[src/rtl/vga_pkg.sv]
// Shared VGA timing definitions: named mode constant sets and small helpers
// used by the timing generator and its alignment delay line.
package vga_pkg;

  typedef struct packed {
    int h_sync;
    int h_back;
    int h_active;
    int h_front;
    int v_sync;
    int v_back;
    int v_active;
    int v_front;
  } vga_timing_t;

  localparam vga_timing_t VGA_1280X1024_60 = '{
    h_sync: 112, h_back: 248, h_active: 1280, h_front: 48,
    v_sync: 3,   v_back: 38,  v_active: 1024, v_front: 1
  };

  localparam vga_timing_t VGA_640X480_60 = '{
    h_sync: 96, h_back: 48, h_active: 640, h_front: 16,
    v_sync: 2,  v_back: 33, v_active: 480, v_front: 10
  };

  localparam int PIPE_MIN = 1;
  localparam int PIPE_MAX = 4;

  function automatic int span_total(input int sync_w, input int back_w,
                                    input int active_w, input int front_w);
    return sync_w + back_w + active_w + front_w;
  endfunction

endpackage

[src/rtl/vga_delay_line.sv]
// Enable-gated shift register with asynchronous active-low clear; aligns
// sync and data-enable flags with the pixel-source read latency.
module vga_delay_line #(
  parameter int W     = 1,
  parameter int DEPTH = 1
) (
  input  logic         clk,
  input  logic         rst_n,
  input  logic         ce,
  input  logic [W-1:0] din,
  output logic [W-1:0] dout
);

  logic [W-1:0] stage_q [DEPTH];
  logic [W-1:0] stage_d [DEPTH];

  always_comb begin
    stage_d = stage_q;
    if (ce) begin
      stage_d[0] = din;
      for (int i = 1; i < DEPTH; i++) begin
        stage_d[i] = stage_q[i-1];
      end
    end
  end

  always_ff @(posedge clk or negedge rst_n) begin
    if (!rst_n) begin
      for (int i = 0; i < DEPTH; i++) begin
        stage_q[i] <= '0;
      end
    end else begin
      stage_q <= stage_d;
    end
  end

  assign dout = stage_q[DEPTH-1];

endmodule

[src/rtl/vga_timing_gen.sv]
// VGA raster timing generator: h/v counters, pixel requests, and sync/de/colour
// outputs aligned to a pixel source with PIPE enabled cycles of read latency.
module vga_timing_gen
  import vga_pkg::*;
#(
  parameter int H_SYNC   = VGA_1280X1024_60.h_sync,
  parameter int H_BACK   = VGA_1280X1024_60.h_back,
  parameter int H_ACTIVE = VGA_1280X1024_60.h_active,
  parameter int H_FRONT  = VGA_1280X1024_60.h_front,
  parameter int V_SYNC   = VGA_1280X1024_60.v_sync,
  parameter int V_BACK   = VGA_1280X1024_60.v_back,
  parameter int V_ACTIVE = VGA_1280X1024_60.v_active,
  parameter int V_FRONT  = VGA_1280X1024_60.v_front,
  parameter bit SYNC_POL = 1'b0,
  parameter int PIPE     = 2,
  parameter int CNT_W    = 12
) (
  input  logic             clk,
  input  logic             rst,
  input  logic             ce,
  output logic             req_valid,
  output logic [CNT_W-1:0] req_x,
  output logic [CNT_W-1:0] req_y,
  input  logic [11:0]      pix_rgb,
  output logic [3:0]       O_red,
  output logic [3:0]       O_green,
  output logic [3:0]       O_blue,
  output logic             hs,
  output logic             vs,
  output logic             de,
  output logic             frame_start,
  output logic             line_start
);

  localparam int H_TOTAL = span_total(H_SYNC, H_BACK, H_ACTIVE, H_FRONT);
  localparam int V_TOTAL = span_total(V_SYNC, V_BACK, V_ACTIVE, V_FRONT);
  localparam longint CNT_RANGE = longint'(1) << CNT_W;

  if (longint'(H_TOTAL) > CNT_RANGE) begin : g_h_total_chk
    $error("vga_timing_gen: H_TOTAL does not fit in CNT_W bits");
  end
  if (longint'(V_TOTAL) > CNT_RANGE) begin : g_v_total_chk
    $error("vga_timing_gen: V_TOTAL does not fit in CNT_W bits");
  end
  if (PIPE < PIPE_MIN || PIPE > PIPE_MAX) begin : g_pipe_chk
    $error("vga_timing_gen: PIPE must be within 1..4");
  end

  typedef logic [CNT_W-1:0] cnt_t;
  typedef logic [CNT_W:0]   ext_t;

  localparam cnt_t H_LAST   = cnt_t'(H_TOTAL - 1);
  localparam cnt_t V_LAST   = cnt_t'(V_TOTAL - 1);
  localparam cnt_t H_ORG    = cnt_t'(H_SYNC + H_BACK);
  localparam cnt_t V_ORG    = cnt_t'(V_SYNC + V_BACK);
  localparam cnt_t CNT_ONE  = cnt_t'(1);
  localparam ext_t H_ACT_LO = ext_t'(H_SYNC + H_BACK);
  localparam ext_t H_ACT_HI = ext_t'(H_SYNC + H_BACK + H_ACTIVE);
  localparam ext_t V_ACT_LO = ext_t'(V_SYNC + V_BACK);
  localparam ext_t V_ACT_HI = ext_t'(V_SYNC + V_BACK + V_ACTIVE);
  localparam ext_t H_SYNC_E = ext_t'(H_SYNC);
  localparam ext_t V_SYNC_E = ext_t'(V_SYNC);

  cnt_t        h_cnt_q, h_cnt_d;
  cnt_t        v_cnt_q, v_cnt_d;
  ext_t        h_ext, v_ext;
  logic        h_vis, v_vis, hsync_on, vsync_on;
  logic [2:0]  align_out;
  logic        hs_p, vs_p, de_p;
  logic        hs_on_q, hs_on_d, vs_on_q, vs_on_d, de_q, de_d;
  logic [11:0] rgb_q, rgb_d;

  always_comb begin
    h_cnt_d = h_cnt_q;
    v_cnt_d = v_cnt_q;
    if (ce) begin
      if (h_cnt_q == H_LAST) begin
        h_cnt_d = '0;
        v_cnt_d = (v_cnt_q == V_LAST) ? '0 : v_cnt_q + CNT_ONE;
      end else begin
        h_cnt_d = h_cnt_q + CNT_ONE;
      end
    end
  end

  // Counters compared one bit wider so an active region ending exactly at
  // 2^CNT_W still has a representable exclusive upper bound.
  assign h_ext    = {1'b0, h_cnt_q};
  assign v_ext    = {1'b0, v_cnt_q};
  assign h_vis    = (h_ext >= H_ACT_LO) && (h_ext < H_ACT_HI);
  assign v_vis    = (v_ext >= V_ACT_LO) && (v_ext < V_ACT_HI);
  assign hsync_on = h_ext < H_SYNC_E;
  assign vsync_on = v_ext < V_SYNC_E;

  // req_valid is a pure valid with no ready: the pixel source cannot stall and
  // must present the matching pix_rgb exactly PIPE enabled cycles later.
  assign req_valid   = rst && h_vis && v_vis;
  assign req_x       = req_valid ? (h_cnt_q - H_ORG) : '0;
  assign req_y       = req_valid ? (v_cnt_q - V_ORG) : '0;
  assign line_start  = rst && ce && (h_cnt_q == '0);
  assign frame_start = line_start && (v_cnt_q == '0);

  vga_delay_line #(
    .W     (3),
    .DEPTH (PIPE)
  ) u_align (
    .clk   (clk),
    .rst_n (rst),
    .ce    (ce),
    .din   ({hsync_on, vsync_on, req_valid}),
    .dout  (align_out)
  );

  assign {hs_p, vs_p, de_p} = align_out;

  // Final stage: the PIPE-delayed request flag gates the returning pixel,
  // giving PIPE+1 total latency for colour and control alike.
  always_comb begin
    hs_on_d = hs_on_q;
    vs_on_d = vs_on_q;
    de_d    = de_q;
    rgb_d   = rgb_q;
    if (ce) begin
      hs_on_d = hs_p;
      vs_on_d = vs_p;
      de_d    = de_p;
      rgb_d   = de_p ? pix_rgb : 12'h000;
    end
  end

  always_ff @(posedge clk or negedge rst) begin
    if (!rst) begin
      h_cnt_q <= '0;
      v_cnt_q <= '0;
      hs_on_q <= 1'b0;
      vs_on_q <= 1'b0;
      de_q    <= 1'b0;
      rgb_q   <= '0;
    end else begin
      h_cnt_q <= h_cnt_d;
      v_cnt_q <= v_cnt_d;
      hs_on_q <= hs_on_d;
      vs_on_q <= vs_on_d;
      de_q    <= de_d;
      rgb_q   <= rgb_d;
    end
  end

  assign hs      = hs_on_q ? SYNC_POL : ~SYNC_POL;
  assign vs      = vs_on_q ? SYNC_POL : ~SYNC_POL;
  assign de      = de_q;
  assign O_red   = rgb_q[11:8];
  assign O_green = rgb_q[7:4];
  assign O_blue  = rgb_q[3:0];

endmodule

[config.mk]
export PLATFORM = sky130hd
export DESIGN_NAME = vga_timing_gen
export DESIGN_NICKNAME = d
export VERILOG_FILES = /design/src/rtl/vga_pkg.sv /design/src/rtl/vga_delay_line.sv /design/src/rtl/vga_timing_gen.sv
export SDC_FILE = /design/constraint.sdc
export NUM_CORES = 1
export LEC_CHECK = 0
export CAP_MARGIN = 0
export CELL_PAD_IN_SITES_DETAIL_PLACEMENT = 0
export CELL_PAD_IN_SITES_GLOBAL_PLACEMENT = 1
export CORE_MARGIN = 2
export CORE_UTILIZATION = 34
export DETAILED_ROUTE_END_ITERATION = 16
export MAX_ROUTING_LAYER = met4
export PLACE_DENSITY_LB_ADDON = 0.1
export SETUP_SLACK_MARGIN = 0.2
export SLEW_MARGIN = 5
export SYNTH_ARGS = -nofsm -noshare
export SYNTH_HDL_FRONTEND = slang
export SYNTH_SLANG_ARGS = --single-unit
[constraint.sdc]
create_clock -name clk -period 2.4 [get_ports clk]
set_clock_uncertainty 0.15 [all_clocks]
set_input_delay 0.24 -clock clk [delete_from_list [all_inputs] [get_ports clk]]
set_output_delay 0.24 -clock clk [all_outputs]
set_load 0.01 [all_outputs]
======== After elaboration in Yosys (flattened, before gate mapping) ========
Cells that the tools add are included.
word-level totals
  bits in registers ....................... 45
  bits of input ports ..................... 15
  output and inout port bits .............. 42
  logic and storage cells ................. 37
operators by class
  add/subtract/negate cells ............... 4
  $lt $le $gt $ge ......................... 6
  equality and inequality tests ........... 2
  muxes and demuxes ....................... 7
  reduce and logical (&&, ||, !) cells .... 10
operator list
  cell                   count
  $mux 12                5
  $add 12x1->12 const B  2
  $eq 12x11->1 const B   2
  $logic_not 12->1       2
  $lt 12x11->1 const B   2
  $ge 12x6->1 const B    1
  $ge 12x9->1 const B    1
  $lt 12x2->1 const B    1
  $lt 12x7->1 const B    1
  $sub 12x6->12 const B  1
  $sub 12x9->12 const B  1
  $logic_and 1x1->1      7
  $mux 1                 2
  $reduce_and 2->1       1

======== Depth between registers and ports, before layout ========
  word-level depth ........................ 5
  depth in mapped cells ................... 8

======== Hierarchy ========
A second synthesis with hierarchy kept.
second synthesis, totals
  cell total of the unflattened synthesis .. 323
  area total of the unflattened synthesis .. 2830.2 um^2
modules (own cells, without submodules)
  module          instances  cells an instance  area an instance (um^2)  sequential area each (um^2)
  vga_timing_gen  1          307                2556.2                   975.9
  vga_delay_line  1          16                 274.0                    150.1

======== Worst setup path after synthesis ========
No wires, ideal clock.
  path kind ............................... reg2out
  start ................................... register v_cnt_q[6]
  end ..................................... output req_x[10]
  data arrival time ....................... 2.033 ns
  data required time ...................... 2.010 ns
  path slack .............................. -0.023 ns
  stages on the path, launching flop included .. 8
  buffers on the path ..................... 2
  cell sequence ........................... dfrtp_1 buf_6 or4_4 mux2_1 a211oi_2 nand3_2 buf_6 nor2_1
between the ends
  cells in the longest elaborated chain, start to end .. 4
ends and longest elaborated chain
  what                                                line                   text
  from (decl)                                         vga_timing_gen.sv:65   cnt_t v_cnt_q, v_cnt_d;
  from (signal assigned)                              vga_timing_gen.sv:141  v_cnt_q <= v_cnt_d;
  $ge 12x6->1 / $lt 12x11->1 (equally long branches)  vga_timing_gen.sv:91   assign v_vis = (v_ext >= V_ACT_LO) && (v_ext < V_ACT_HI);
  $logic_and 1x1->1 (*)                               vga_timing_gen.sv:91
  $logic_and 1x1->1 (*)                               vga_timing_gen.sv:97   assign req_valid = rst && h_vis && v_vis;
  $mux 12 (*)                                         vga_timing_gen.sv:98   assign req_x = req_valid ? (h_cnt_q - H_ORG) : '0;
  to (decl)                                           vga_timing_gen.sv:22   output logic [CNT_W-1:0] req_x,
Every way passes the cells marked *; elsewhere a longest branch is shown, timed or not.

======== Worst setup path after layout ========
  start ................................... register v_cnt_q[9]
  end ..................................... output req_y[11]
between the ends
  cells in the longest elaborated chain, start to end .. 4
ends and longest elaborated chain
  what                                                line                  text
  $ge 12x6->1 / $lt 12x11->1 (equally long branches)  vga_timing_gen.sv:91
  $logic_and 1x1->1                                   vga_timing_gen.sv:91
  $logic_and 1x1->1                                   vga_timing_gen.sv:97
  $mux 12 (*)                                         vga_timing_gen.sv:99  assign req_y = req_valid ? (v_cnt_q - V_ORG) : '0;
  to (decl)                                           vga_timing_gen.sv:23  output logic [CNT_W-1:0] req_y,
Marks and branches as above.

==> metrics.txt <==
mapped cell area 2650 µm²; status finished with violations; count of cell types in the netlist 49; largest family of logic cells by synthesized area simple AND/OR/NAND/NOR gates; H-Tree Depth 2; maximum VDD drop 0.281 mV; CTS tree built; WL met3 170 µm; Crit Path Category flip-flop to output pin; Port-buffer cells 56; syn_nets 326; Post-synth EDFFs 0; simple-gate portion of the synthesized area 24.0%; final worst path period need 2.81 ns; DR vias 2558; share of cells above drive strength 1 38.5%; R2R cell count 8; wl on met1 3630 µm; Final Total Pwr 2.20 mW; post-synthesis mux area share 2.55%; Worst Hold Launch u_align.stage_q[3]$_DFFE_PN0P_; die height 92.2 µm; Filler cells 708; pre-CTS setup slack -0.560 ns; TritonCTS Buffers 5; Final Hold Viols 0; Final Max Tran Viols 0; register area 1130 µm²; top cells by area, synth dfrtp_1 (43%), nor2_1 (5.0%), xnor2_1 (5.0%); gpl congestion 0.785; top cells by count, synth dfrtp_1 (45), nor2_1 (35), inv_1 (24); met2 wire len 3740 µm; grt ovf 0; Synthesis Warnings 0; row cnt 32; hold depth 2; Yosys top cell area share 42.6%; relative max-transition margin 60.2%; final setup fails 26; clk_lat worst skew 0.31 ns; HPWL after detailed placement 5310 µm; Total GRT Usage 19.3%; Slew @ Worst Pin 0.597 ns; reg2reg start v_cnt_q[9]$_DFFE_PN0P_; FMAX 0.355 GHz; syn avg cell area 8.76 µm²; CP Capture Type output pin; Period Utilization, post-route 117%; Final #Nets 444; combined area of the multi-input logic cells 1600 µm²; DR top layer met4; post-synth top area cell dfrtp_1; PD cells 520 nW/µm²; pin count of the biggest net entering global routing 46; DRC violations left 0; I/O pins 57; die width 92.2 µm; DRT Wirelength 7620 µm; Worst setup SP type flip-flop; asr flop ratio synth 100%; Leak 1.93 nW; DRT Pass-1 Iters 4; Wirelength per Cell 14.6 µm; antenna fix cells 0; Synth-to-Final Area Change 60.1%; max-cap violation count 0; Iteration-0 DRC Markers 118; ANT nets after route 0; Compound-Gate Fraction of Synth Area 11.3%; worst hold path type flip-flop to flip-flop; Hold Path Sink u_align.stage_q[3]$_DFFE_PN0P_; first-pass GRT wire length 12500 µm; final cell count without fillers 523; final worst-path setup slack -0.415 ns; initial antenna violation count 0; CTS sink count 45; Main synth FF type dfrtp_1; initial core utilization 34.6%; sequential share of the synthesized area 42.6%; R2R setup slack 0.16 ns; final instance area 4240 µm²; unrepaired setup endpoints after global routing yes; Yosys reg bits 45; Root Buffer clkbuf_8; Placed Area 3860 µm²; worst-path fanout max 5; via-per-instance ratio 4.89; post-synthesis xor/xnor area fraction 7.94%; WP data arrival 2.42 ns; count leader, synth dfrtp_1; Crit path required time 2.01 ns; CTS clk-pin slew, worst paths 0.09 ns; vias in the first global route 2482; adder-cell share of the synthesized area 4.26%; Synth Instances 302; violated checks negative setup slack; Die Area 8500 µm²; Max clock buf depth 2; placed cell count 502; CORE AREA 7650 µm²; FF-to-FF End u_align.stage_q[3]$_DFFE_PN0P_
==> sequential cells by signal, summed over array words and instances (netlist names) <==
name             flops
u_align.stage_q      3
hs_on_q              1
vs_on_q              1
u_align.dout         3
h_cnt_q             12
de                   1
rgb_q               12
v_cnt_q             12
==> routing by layer <==
metal  GRT usage (%)  vias up
li1                -     1270
met1            25.7     1246
met3            3.12        8
met2            30.1       34
met4            6.09        0
met5               -        -
==> cells in the final DEF (no fill, tap or decap), types with 8 or more instances in the layout <==
cell type	n
inv_1	22
buf_6	22
nand4_1	10
xnor2_1	15
a21oi_1	8
buf_4	62
nor2_1	15
nand2_1	14
buf_2	15
nand3_1	21
xor2_1	9
nor2_4	15
o21ai_0	23
clkdlybuf4s50_1	28
dfrtp_1	45
==> how the worst max path moves through the flow <==
stage | start | end | slack [ns] | cells after the start
after global routing | v_cnt_q[9]$_DFFE_PN0P_ | req_x[11] | -0.53 | 7
after detailed placement | v_cnt_q[0]$_DFFE_PN0P_ | req_y[9] | -0.56 | 9
final | v_cnt_q[9]$_DFFE_PN0P_ | req_y[11] | -0.41 | 9
after global placement | v_cnt_q[0]$_DFFE_PN0P_ | req_y[9] | -0.51 | 9
after floorplan | v_cnt_q[6]$_DFFE_PN0P_ | req_y[4] | 0.001 | 7
after CTS | v_cnt_q[8]$_DFFE_PN0P_ | req_y[4] | -0.48 | 8
==> stage by stage <==
stage	hold WS (ns)	setup TNS (ns)	utilization [%]
final	0.347	-9.53	55.4
after global routing	0.350	-11.89	55.4
after CTS	0.349	-10.96	54.7
after detailed placement	0.307	-13.10	50.5
after global placement	0.312	-11.88	50.5
after floorplan	-0.206	0	-
==> worst max-delay path, stage by stage (launching register included) <==
cell and delay (ns):
dfrtp_1 0.38, or4_4 0.55, buf_4 0.16, a2111oi_4 0.37, a211oi_4 0.08, nand3_4 0.14, buf_6 0.14, buf_6 0.13
nor2_4 0.03, buf_6 0.12
==> report_power, final <==
part / internal, mW / switching (mW)
combinational: 0.289 / 0.326
sequential: 0.825 / 0.0591
clock: 0.419 / 0.286
==> cells by family after synthesis <==
family                   after synthesis
AND/OR/NAND/NOR                      121
AO/OA/AOI/OAI                         51
buffers and inverters                 46
flip-flops                            45
XOR/XNOR                              24
adder cells (fa/ha/maj)                9
multiplexers                           6
==> layout make-up <==
cell class | instances | area share [%]
multi-input combinational | 211 | 37.8
timing repair buffer | 131 | 27.0
sequential | 45 | 26.6
tap | 102 | 3.01
inverter | 26 | 2.36
clock buffer | 5 | 1.62
clock inverter | 3 | 1.62
==> what timing repair did <==
action                     CTS  global route
hold buffers                 1             0
setup buffers                9             1
setup endpoints to repair   33            36
pin swaps                   23             8
gates cloned                 2             0
hold endpoints to repair    45             0
gates resized for setup    143            17
(Power assumes the default switching activity.)
